==> src/rtl/fifo_pkg.sv <==
// Shared types and helpers for the async FIFO: requester ids, arbiter states and
// Gray/binary pointer conversion.
package fifo_pkg;

  localparam int unsigned NUM_REQ   = 2;
  localparam int unsigned REQ_APB   = 0;
  localparam int unsigned REQ_I2C   = 1;
  localparam int unsigned PTR_MAX_W = 32;

  typedef logic [PTR_MAX_W-1:0] ptr_word_t;

  // Preferred requester when both request in the same cycle.
  typedef enum logic {
    PRI0 = 1'b0,
    PRI1 = 1'b1
  } arb_state_t;

  // Width-generic: callers zero-extend into ptr_word_t and truncate the result.
  function automatic ptr_word_t bin2gray(input ptr_word_t bin);
    return bin ^ (bin >> 1);
  endfunction

  function automatic ptr_word_t gray2bin(input ptr_word_t gray);
    ptr_word_t bin;
    bin[PTR_MAX_W-1] = gray[PTR_MAX_W-1];
    for (int i = PTR_MAX_W - 2; i >= 0; i--) begin
      bin[i] = bin[i+1] ^ gray[i];
    end
    return bin;
  endfunction

endpackage

==> src/rtl/fifo_read_arbiter_rr.sv <==
// Two-requester round-robin arbiter for the FIFO read port; state remembers
// which requester is preferred after the last granted read.
module rr_arbiter_2
  import fifo_pkg::*;
(
  input  logic               clk,
  input  logic               rst_n,
  input  logic [NUM_REQ-1:0] req,
  input  logic               fire,
  output logic [NUM_REQ-1:0] grant
);

  arb_state_t state;
  arb_state_t state_next;

  // State register; reset prefers the APB path.
  always_ff @(posedge clk or negedge rst_n) begin
    if (!rst_n) begin
      state <= PRI0;
    end else begin
      state <= state_next;
    end
  end

  // Grant selection; the winner hands priority to the other requester.
  always_comb begin
    state_next = state;
    grant      = '0;
    if (fire) begin
      if (req[REQ_APB] && req[REQ_I2C]) begin
        if (state == PRI0) grant[REQ_APB] = 1'b1;
        else               grant[REQ_I2C] = 1'b1;
      end else begin
        grant = req;
      end
      state_next = grant[REQ_APB] ? PRI1 : PRI0;
    end
  end

endmodule

==> src/rtl/fifo_read_arbiter.sv <==
// Read-domain controller of the async FIFO: read pointers, registered empty flag
// and shared read port. Optional READ_LEVEL_EN adds a registered fill-level output.
module fifo_read_arbiter
  import fifo_pkg::*;
#(
  parameter int unsigned address_size = 3,
  parameter int unsigned data_width   = 8
) (
  input  logic                    read_clk,
  input  logic                    read_reset_n,
  input  logic [address_size:0]   read_to_write_pointer,
  input  logic [data_width-1:0]   mem_read_data,
  input  logic [NUM_REQ-1:0]      req,
  output logic [address_size-1:0] read_address,
  output logic [address_size:0]   read_pointer,
  output logic                    empty,
  output logic [NUM_REQ-1:0]      grant,
  output logic [data_width-1:0]   data_out,
  output logic [NUM_REQ-1:0]      data_valid
`ifdef READ_LEVEL_EN
  ,
  output logic [address_size:0]   read_level
`endif
);

  localparam int unsigned PTR_W = address_size + 1;

  logic [PTR_W-1:0] read_bin;
  logic [PTR_W-1:0] read_bin_next;
  logic [PTR_W-1:0] read_gray_next;
  logic             read_fire;

  assign read_fire      = (req != '0) && !empty;
  assign read_bin_next  = read_bin + PTR_W'(read_fire);
  assign read_gray_next = PTR_W'(bin2gray(PTR_MAX_W'(read_bin_next)));
  assign read_address   = read_bin[address_size-1:0];

  rr_arbiter_2 u_arb (
    .clk   (read_clk),
    .rst_n (read_reset_n),
    .req   (req),
    .fire  (read_fire),
    .grant (grant)
  );

  // Full Gray comparison keeps the wrap bit, so empty is unambiguous across laps.
  always_ff @(posedge read_clk or negedge read_reset_n) begin
    if (!read_reset_n) begin
      read_bin     <= '0;
      read_pointer <= '0;
      empty        <= 1'b1;
      data_out     <= '0;
      data_valid   <= '0;
    end else begin
      read_bin     <= read_bin_next;
      read_pointer <= read_gray_next;
      empty        <= (read_gray_next == read_to_write_pointer);
      data_valid   <= grant;
      if (read_fire) begin
        data_out <= mem_read_data;
      end
    end
  end

`ifdef READ_LEVEL_EN
  logic [PTR_W-1:0] write_bin_sync;

  assign write_bin_sync = PTR_W'(gray2bin(PTR_MAX_W'(read_to_write_pointer)));

  // Lags the real write pointer by the synchronizer, so it can only under-report.
  always_ff @(posedge read_clk or negedge read_reset_n) begin
    if (!read_reset_n) begin
      read_level <= '0;
    end else begin
      read_level <= write_bin_sync - read_bin_next;
    end
  end
`endif

endmodule

==> config.mk <==
export PLATFORM = sky130hd
export DESIGN_NAME = fifo_read_arbiter
export DESIGN_NICKNAME = d
export VERILOG_FILES = /design/src/rtl/fifo_pkg.sv /design/src/rtl/fifo_read_arbiter_rr.sv /design/src/rtl/fifo_read_arbiter.sv
export SDC_FILE = /design/constraint.sdc
export NUM_CORES = 1
export LEC_CHECK = 0
export BUFFER_PORTS_ARGS = -buffer_cell sky130_fd_sc_hd__buf_2
export CAP_MARGIN = 15
export CORE_AREA = 2 2 50 52
export DETAILED_ROUTE_END_ITERATION = 16
export DIE_AREA = 0 0 52 54
export GPL_ROUTABILITY_DRIVEN = 0
export HOLD_SLACK_MARGIN = 0.06
export PLACE_DENSITY = 0.69
export RECOVER_POWER = 100
export SLEW_MARGIN = 20
export SYNTH_ARGS = -nofsm -noshare
export SYNTH_HDL_FRONTEND = slang
export SYNTH_SLANG_ARGS = --single-unit
==> constraint.sdc <==
create_clock -name read_clk -period 2.2 [get_ports read_clk]
set_input_delay 0.55 -clock read_clk [delete_from_list [all_inputs] [get_ports read_clk]]
set_output_delay 0.55 -clock read_clk [all_outputs]
set_load 0.01 [all_outputs]
Word level (Yosys, flattened, before mapping)
Cells that the tools add are included.
{"block": "word_totals", "reg_bits": 20, "input_bits": 16, "out_inout_bits": 20, "elab_cells": 19}
{"block": "classes", "addsub": 1, "n_eq_ne": 1, "n_mux": 6, "bitwise": 1, "reduce_logical": 4}
{"cell": "$mux 2", "count": 3}
{"cell": "$add 4x1->4", "count": 1}
{"cell": "$eq 4x4->1", "count": 1}
{"cell": "$xor 4x3->4", "count": 1}
{"cell": "$mux 1", "count": 3}
{"cell": "$logic_and 1x1->1", "count": 2}
{"cell": "$reduce_bool 2->1", "count": 1}
{"cell": "$logic_not 1->1", "count": 1}

Logic depth before layout (Yosys ltp)
Gate-level depths: netlist (run 1).
{"block": "depth", "ltp_word": 5, "ltp_mapped": 8}

Hierarchy
Synthesis (run 1) repeated with hierarchy kept, for this count alone.
{"block": "unflattened", "hier_cells": 83, "area_unflattened_um2": 879.6}
{"module": "fifo_read_arbiter", "n_inst": 1, "cells_each": 75, "area_per_inst_um2": 810.8}
{"module": "rr_arbiter_2", "n_inst": 1, "cells_each": 8, "area_per_inst_um2": 68.8}

Least setup slack after synthesis (run 1)
Ideal clock, no wire load.
{"block": "synth_path", "path_kind": "input -> register", "from": "input port req[0]", "to": "register empty", "arrival_time_ns": 2.366, "t_required_ns": 2.110, "path_slack_ns": -0.256, "path_stages": 8, "n_path_buf": 0, "path_cell_list": "o21bai_2 > clkinv_1 > ha_1 > ha_1 > xor2_2 > mux2i_1 > o221ai_2 > nor4_2"}
{"block": "synth_between", "elab_chain_cells": 5}
{"element": "from (decl)", "line_no": "fifo_read_arbiter.sv:13", "rtl": "input logic [NUM_REQ-1:0] req,"}
{"element": "$reduce_bool 2->1", "line_no": "fifo_read_arbiter.sv:33", "rtl": "assign read_fire = (req != '0) && !empty;"}
{"element": "$logic_and 1x1->1", "line_no": "fifo_read_arbiter.sv:33"}
{"element": "net read_fire", "line_no": "fifo_read_arbiter.sv:31", "rtl": "logic read_fire;"}
{"element": "$add 4x1->4", "line_no": "fifo_read_arbiter.sv:34", "rtl": "assign read_bin_next = read_bin + PTR_W'(read_fire);"}
{"element": "$xor 4x3->4", "line_no": "fifo_pkg.sv:20", "rtl": "return bin ^ (bin >> 1);"}
{"element": "$eq 4x4->1", "line_no": "fifo_read_arbiter.sv:57", "rtl": "empty <= (read_gray_next == read_to_write_pointer);"}
{"element": "to (signal assigned)", "line_no": "fifo_read_arbiter.sv:57"}
{"element": "to (decl)", "line_no": "fifo_read_arbiter.sv:16", "rtl": "output logic empty,"}
The timed path passes the listed nets, and every way through them passes these cells.
A chain may end at the register's enable or synchronous reset.

Worst setup path in the final report (run 1)
{"block": "layout_path", "from": "register empty", "to": "register empty"}
{"block": "layout_between", "elab_chain_cells": 5}
{"element": "$logic_not 1->1", "line_no": "fifo_read_arbiter.sv:33"}
{"element": "$logic_and 1x1->1", "line_no": "fifo_read_arbiter.sv:33"}
{"element": "net read_fire", "line_no": "fifo_read_arbiter.sv:31"}
{"element": "$add 4x1->4", "line_no": "fifo_read_arbiter.sv:34"}
{"element": "net read_bin_next[1]", "line_no": "fifo_read_arbiter.sv:29", "rtl": "logic [PTR_W-1:0] read_bin_next;"}
{"element": "$xor 4x3->4", "line_no": "fifo_pkg.sv:20"}
{"element": "$eq 4x4->1", "line_no": "fifo_read_arbiter.sv:57"}
The timed path passes the listed nets, and every way through them passes these cells.

==> run summary, run 1 <==
## Run status
• result of the run: complete, no violations

## Flow run
• Max Cap Viol: 0

## Floorplanning
• Die Span X: 52 um
• die extent in y: 54 um
• total I/O pin count: 36
• die area: 2810 um^2
• initial core utilization: 37.5%
• Site Rows: 18
• placeable core region: 2320 um^2

## Clocking
• CTS tree: done
• number of hold buffers added after cts: 0
• setup bufs post-CTS: 0
• Clock Sink Count: 19
• Clk Tree Root Cell: clkbuf_4
• clock latency at the later pin of the worst-skew pair: 280 ps
• Inserted Clock Buffers: 3
• post-CTS resize count: 0
• maximum count of clock buffers along a single path: 2
• # H-tree levels: 1
• clock transition time at the flip-flop clock pins of the worst setup and hold paths: 100 ps

## Timing
• final hold violations: 0
• Setup-failing EPs final: 0
• fmax: 492 MHz
• share of the clock period used by the worst path after layout: 92.5%
• final critical delay including setup and external delays: 2030 ps
• RSZ-0062 raised after global routing: false
• number of pins exceeding their max-slew limit in the final report: 0
• max-slew headroom at the worst pin: 34.1%
• worst-case clock skew: 3.80 ps
• worst hold margin: 395 ps
• actual transition at the worst max-transition pin: 989 ps

## Critical path
• category of the worst setup path launch point: register
• WP buf/inv: 2
• Crit Path Class: register to register
• CP max FO: 4
• top cell family by delay on the critical path: flip-flops
• arrival time reported for the critical path endpoint: 2240 ps
• required time at the endpoint of the critical path: 2400 ps
• Worst Setup End Kind: register
• cell type of the slowest stage on the worst timing path: dfstp_2
• sequence of cells on the critical path: o21bai_4 -> clkinv_2 -> ha_1 -> ha_4 -> buf_4 -> xnor3_1 -> nor4_2
• worst stage delay on the critical path: 570 ps

## Routing
• number of design-rule violations left by the first detailed-router iteration: 11
• vias per cell: 4.52
• total wire length after detailed routing: 1700 um
• Routed Antenna Nets: 0
• via count: 696
• number of design rule violations left after detail routing: 0
• post-detailed-route wirelength per cell: 11.0 um
• length of the first detailed-routing pass in iterations: 4

## Pwr
• worst-case vdd ir drop: 0.000713 V
• Power per Cell Area: 1390 nW/um^2
• leakage power summed over all cells: 0.538 nW
• total power: 1.59 mW

## GRT
• overall overflow remaining after global route: 0
• overall global routing resource usage: 13.7%
• first-pass GRT wire length: 2800 um
• antenna violations before repair: 0
• largest net degree at the start of global routing: 20
• number of global-route vias before repair: 665

## Logic synthesis
• list of most frequent post-synthesis cells: nand2_1 (26), dfrtp_1 (18), xnor2_1 (6)
• area of the mapped netlist: 871 um^2
• parity-gate share of the synthesized area counting xor and xnor cells: 13.5%
• share of cell area taken by muxes after synthesis: 1.15%
• dominant synthesized flop cell: dfrtp_1
• asr flop ratio synth: 100%
• EDFF count, synth: 0
• most used standard cell by instance count after synthesis: nand2_1
• synth top area cells: dfrtp_1 (52%), nand2_1 (11%), xnor2_1 (6.0%)
• yosys synthesis warning count: 0
• number of distinct library cells after synthesis: 24
• post-synthesis average cell area: 10.9 um^2
• share of the yosys chip area belonging to registers: 54.7%
• area share of fa/ha/maj cells after synthesis: 2.87%
• post-synthesis register bit count: 19
• post-synthesis instance total: 80
• library cell with the largest summed area after synthesis: dfrtp_1
• Synth Area in Simple Gates: 15.4%
• fraction of post-synthesis cell area in the top cell type by area: 51.7%
• post-synthesis net count: 98
• Synth Area in Compound Gates: 8.91%
• combinational family with the most area after synthesis: simple AND/OR/NAND/NOR gates

## Final layout
• Final Util: 49.3%
• layout cells sized above 1: 25.0%
• final net count: 143
• final cell count without fillers: 154
• Antenna Cells: 0
• Area Overhead vs Synth: 31.3%

## Place
• number of placed cells counting well taps: 150
• count of input and output buffers: 35
• Detailed Place HPWL: 1420 um

## Worst hold path
• hold crit path type: input pin to asynchronous set/reset pin

[worst paths after layout]
path,slack (ps),depth (start not counted),endpoint,startpoint
min in group read_clk,450,3,data_out[1],mem_read_data[1]
min,400,1,data_out[4],read_reset_n
max reg2reg,170,7,empty,empty
max in group asynchronous,1210,1,u_arb.state,read_reset_n
min reg2reg,480,2,data_out[0],data_out[0]
max,170,7,empty,empty
[per-layer routing]
layer	wire length (um)	vias to the layer above	GRT usage (%)
li1	-	348	-
met1	731	324	15.3
met2	861	24	26.4
met3	109	0	2.50
met4	0	0	3.95
met5	0	-	0
[power by group]
part           total (mW)  switching [mW]  internal [mW]
registers           0.571           0.105          0.466
clock network       0.165          0.0980         0.0674
logic               0.855           0.430          0.425
[cells by family after synthesis]
group | Yosys count
AND/OR/NAND/NOR | 31
flip-flops | 19
XOR/XNOR | 11
AO/OA/AOI/OAI | 10
buffers and inverters | 6
adder cells (fa/ha/maj) | 2
multiplexers | 1
[per-stage QoR]
stage	setup slack, ps	area, um^2	setup TNS (ps)
after floorplan	0.749	892	0
after global placement	37.7	1140	0
after detailed placement	-89.3	1140	-89.3
after CTS	43.7	1170	0
after global routing	24.5	1140	0
final	166	1140	0
[flip-flops by register name (all words and copies together) (netlist names)]
name	flops
read_bin	4
read_pointer	3
u_arb.state	1
data_valid	2
data_out	8
empty	1
[placed cells by master (no fill, tap or decap)]
cell / Yosys / final
a21oi_1: 3 / 3
o21bai_4: 0 / 1
o21ai_0: 2 / 2
xnor3_1: 1 / 1
buf_4: 0 / 3
o221ai_2: 1 / 1
a211oi_2: 1 / 1
a21boi_1: 1 / 1
inv_1: 3 / 3
clkbuf_1: 0 / 24
dfrtp_1: 18 / 18
clkbuf_4: 0 / 3
mux2i_2: 0 / 1
or3_1: 1 / 1
xor2_4: 0 / 1
ha_1: 2 / 1
dfstp_2: 1 / 1
nand2_1: 26 / 26
ha_4: 0 / 1
nand3_1: 1 / 1
xor2_1: 3 / 3
buf_2: 0 / 14
nor4_2: 1 / 1
xnor2_1: 6 / 6
a31oi_1: 1 / 1
clkinv_2: 0 / 2
inv_2: 1 / 1
nand2b_1: 2 / 2
[layout make-up]
cell class | count | area [um^2]
tap | 30 | 37.5
clock buffer | 3 | 22.5
clock inverter | 1 | 5.00
fill | 233 | 1180
multi-input combinational | 55 | 399
timing repair buffer | 41 | 183
inverter | 5 | 20.0
sequential | 19 | 477
Note: power is estimated with default switching activity, not from simulation.
==> run 2: changes to the inputs <==
--- a/config.mk
+++ b/config.mk
@@ -14,6 +14,7 @@
 export HOLD_SLACK_MARGIN = 0.06
 export PLACE_DENSITY = 0.69
 export RECOVER_POWER = 100
+export REMOVE_ABC_BUFFERS = 1
 export SLEW_MARGIN = 20
 export SYNTH_ARGS = -nofsm -noshare
 export SYNTH_HDL_FRONTEND = slang
==> run summary, run 2 (synthesized netlist as in run 1, its figures left out) <==
## GRT
• antenna violations before repair: 0
• number of global-route vias before repair: 616
• largest net degree at the start of global routing: 20
• overall global routing resource usage: 12.8%
• first-pass GRT wire length: 2570 um
• overall overflow remaining after global route: 0

## Floorplanning
• Die Span X: 52 um
• die area: 2810 um^2
• die extent in y: 54 um
• initial core utilization: 37.5%
• placeable core region: 2320 um^2
• Site Rows: 18
• total I/O pin count: 36

## Final layout
• flip-flop count of the largest register, all copies and words added: 8
• final net count: 147
• Final Util: 51.0%
• final design area excluding fillers: 1180 um^2
• registers with the highest flip-flop counts: data_out: 8 flops, read_bin: 4 flops, read_pointer: 3 flops
• commonest non-fill, non-tap cells in the layout: buf_2 (34), nand2_1 (26), dfrtp_1 (18), buf_4 (10), xnor2_1 (6)
• Fill cells: 219
• layout cells sized above 1: 44.5%
• Area Overhead vs Synth: 35.9%
• Largest Register: data_out
• Antenna Cells: 0
• most common cell after layout, fill and taps aside: buf_2

## Clocking
• post-CTS resize count: 0
• Clk Tree Root Cell: clkbuf_4
• clock transition time at the flip-flop clock pins of the worst setup and hold paths: 110 ps
• clock latency at the later pin of the worst-skew pair: 290 ps
• maximum count of clock buffers along a single path: 2
• setup bufs post-CTS: 0
• number of hold buffers added after cts: 0
• # H-tree levels: 1
• CTS tree: done
• Inserted Clock Buffers: 3
• Clock Sink Count: 19

## Critical path
• reg-to-reg startpoint: empty
• reg-to-reg critical path endpoint: empty
• Register-to-Register Path Depth: 8
• Crit Path Class: register to register
• arrival time reported for the critical path endpoint: 2300 ps
• worst stage delay on the critical path: 550 ps
• Worst Setup End Kind: register
• top cell family by delay on the critical path: adder cells
• cell type of the slowest stage on the worst timing path: dfstp_2
• WP buf/inv: 1
• sequence of cells on the critical path: o21bai_2 -> clkinv_1 -> ha_1 -> ha_2 -> xor2_2 -> xnor2_1 -> o221ai_2 -> nor4_2
• CP max FO: 4
• reg2reg setup slack: 110 ps
• category of the worst setup path launch point: register
• required time at the endpoint of the critical path: 2410 ps

## Pwr
• worst-case vdd ir drop: 0.000641 V
• Power per Cell Area: 1390 nW/um^2
• leakage power summed over all cells: 0.626 nW

## Timing
• worst-case clock skew: 1.48 ps
• number of pins exceeding their max-slew limit in the final report: 0
• actual transition at the worst max-transition pin: 994 ps
• fmax: 479 MHz
• final hold violations: 0
• max-slew headroom at the worst pin: 33.8%
• share of the clock period used by the worst path after layout: 94.9%
• final critical delay including setup and external delays: 2090 ps
• Setup-failing EPs final: 0

## Routing
• total wire length after detailed routing: 1690 um
• vias per cell: 4.41
• via count: 697
• number of design rule violations left after detail routing: 0
• Routed Antenna Nets: 0
• post-detailed-route wirelength per cell: 10.7 um
• number of design-rule violations left by the first detailed-router iteration: 5
• length of the first detailed-routing pass in iterations: 5

## Place
• placed cell areas: 1150 um^2
• count of input and output buffers: 35
• Detailed Place HPWL: 1350 um

## Flow run
• Max Cap Viol: 0

## Worst hold path
• hold crit path type: input pin to asynchronous set/reset pin

## Run status
• result of the run: complete, no violations

run 2: cell count changes in the layout (fill, tap and decap cells not counted), moves of 2 or more:
cell      change
buf_2        +20
xor2_2        +2
clkbuf_1     -23
buf_4         +7
run 2: report_power, final:
part / leakage, nW / switching (mW) / internal, mW
sequential: 0.225 / 0.0887 / 0.466
clock: 0.0177 / 0.104 / 0.0676
combinational: 0.383 / 0.427 / 0.492
run 2: through the flow:
stage               cells  total power [mW]  worst slack (ps)  TNS, ps  hold WS [ps]
finish                158              1.65               113        0           390
global placement      154              1.44             -67.5    -67.5           454
floorplan              79              1.11              -256     -256           254
detailed placement    154              1.46              -109     -109           458
CTS                   158              1.64              35.2        0           179
global route          158              1.79             -36.5    -36.5           421
run 2: layout make-up:
type / count / area [um^2] / share of cell area, %
Sequential cell: 19 / 477 / 40.3
Multi-Input combinational cell: 55 / 374 / 31.6
Timing Repair Buffer: 45 / 249 / 21.0
Tap cell: 30 / 37.5 / 3.17
Clock buffer: 3 / 22.5 / 1.90
Inverter: 5 / 18.8 / 1.59
Clock inverter: 1 / 5.00 / 0.423
run 2: per-layer routing:
metal  track usage, %  part of all wire [%]  vias up
li1                 -                     -      353
met1             15.4                    43      322
met2             20.9                    50       20
met3             2.78                   5.9        2
met4             7.89                   1.1        0
met5                0                     0        -
run 2: worst max path at each step:
stage	from	end	depth (start not counted)
global placement	req[0]	empty	9
finish	empty	empty	8
CTS	empty	empty	8
detailed placement	req[0]	empty	9
floorplan	req[0]	empty	8
global route	empty	empty	8
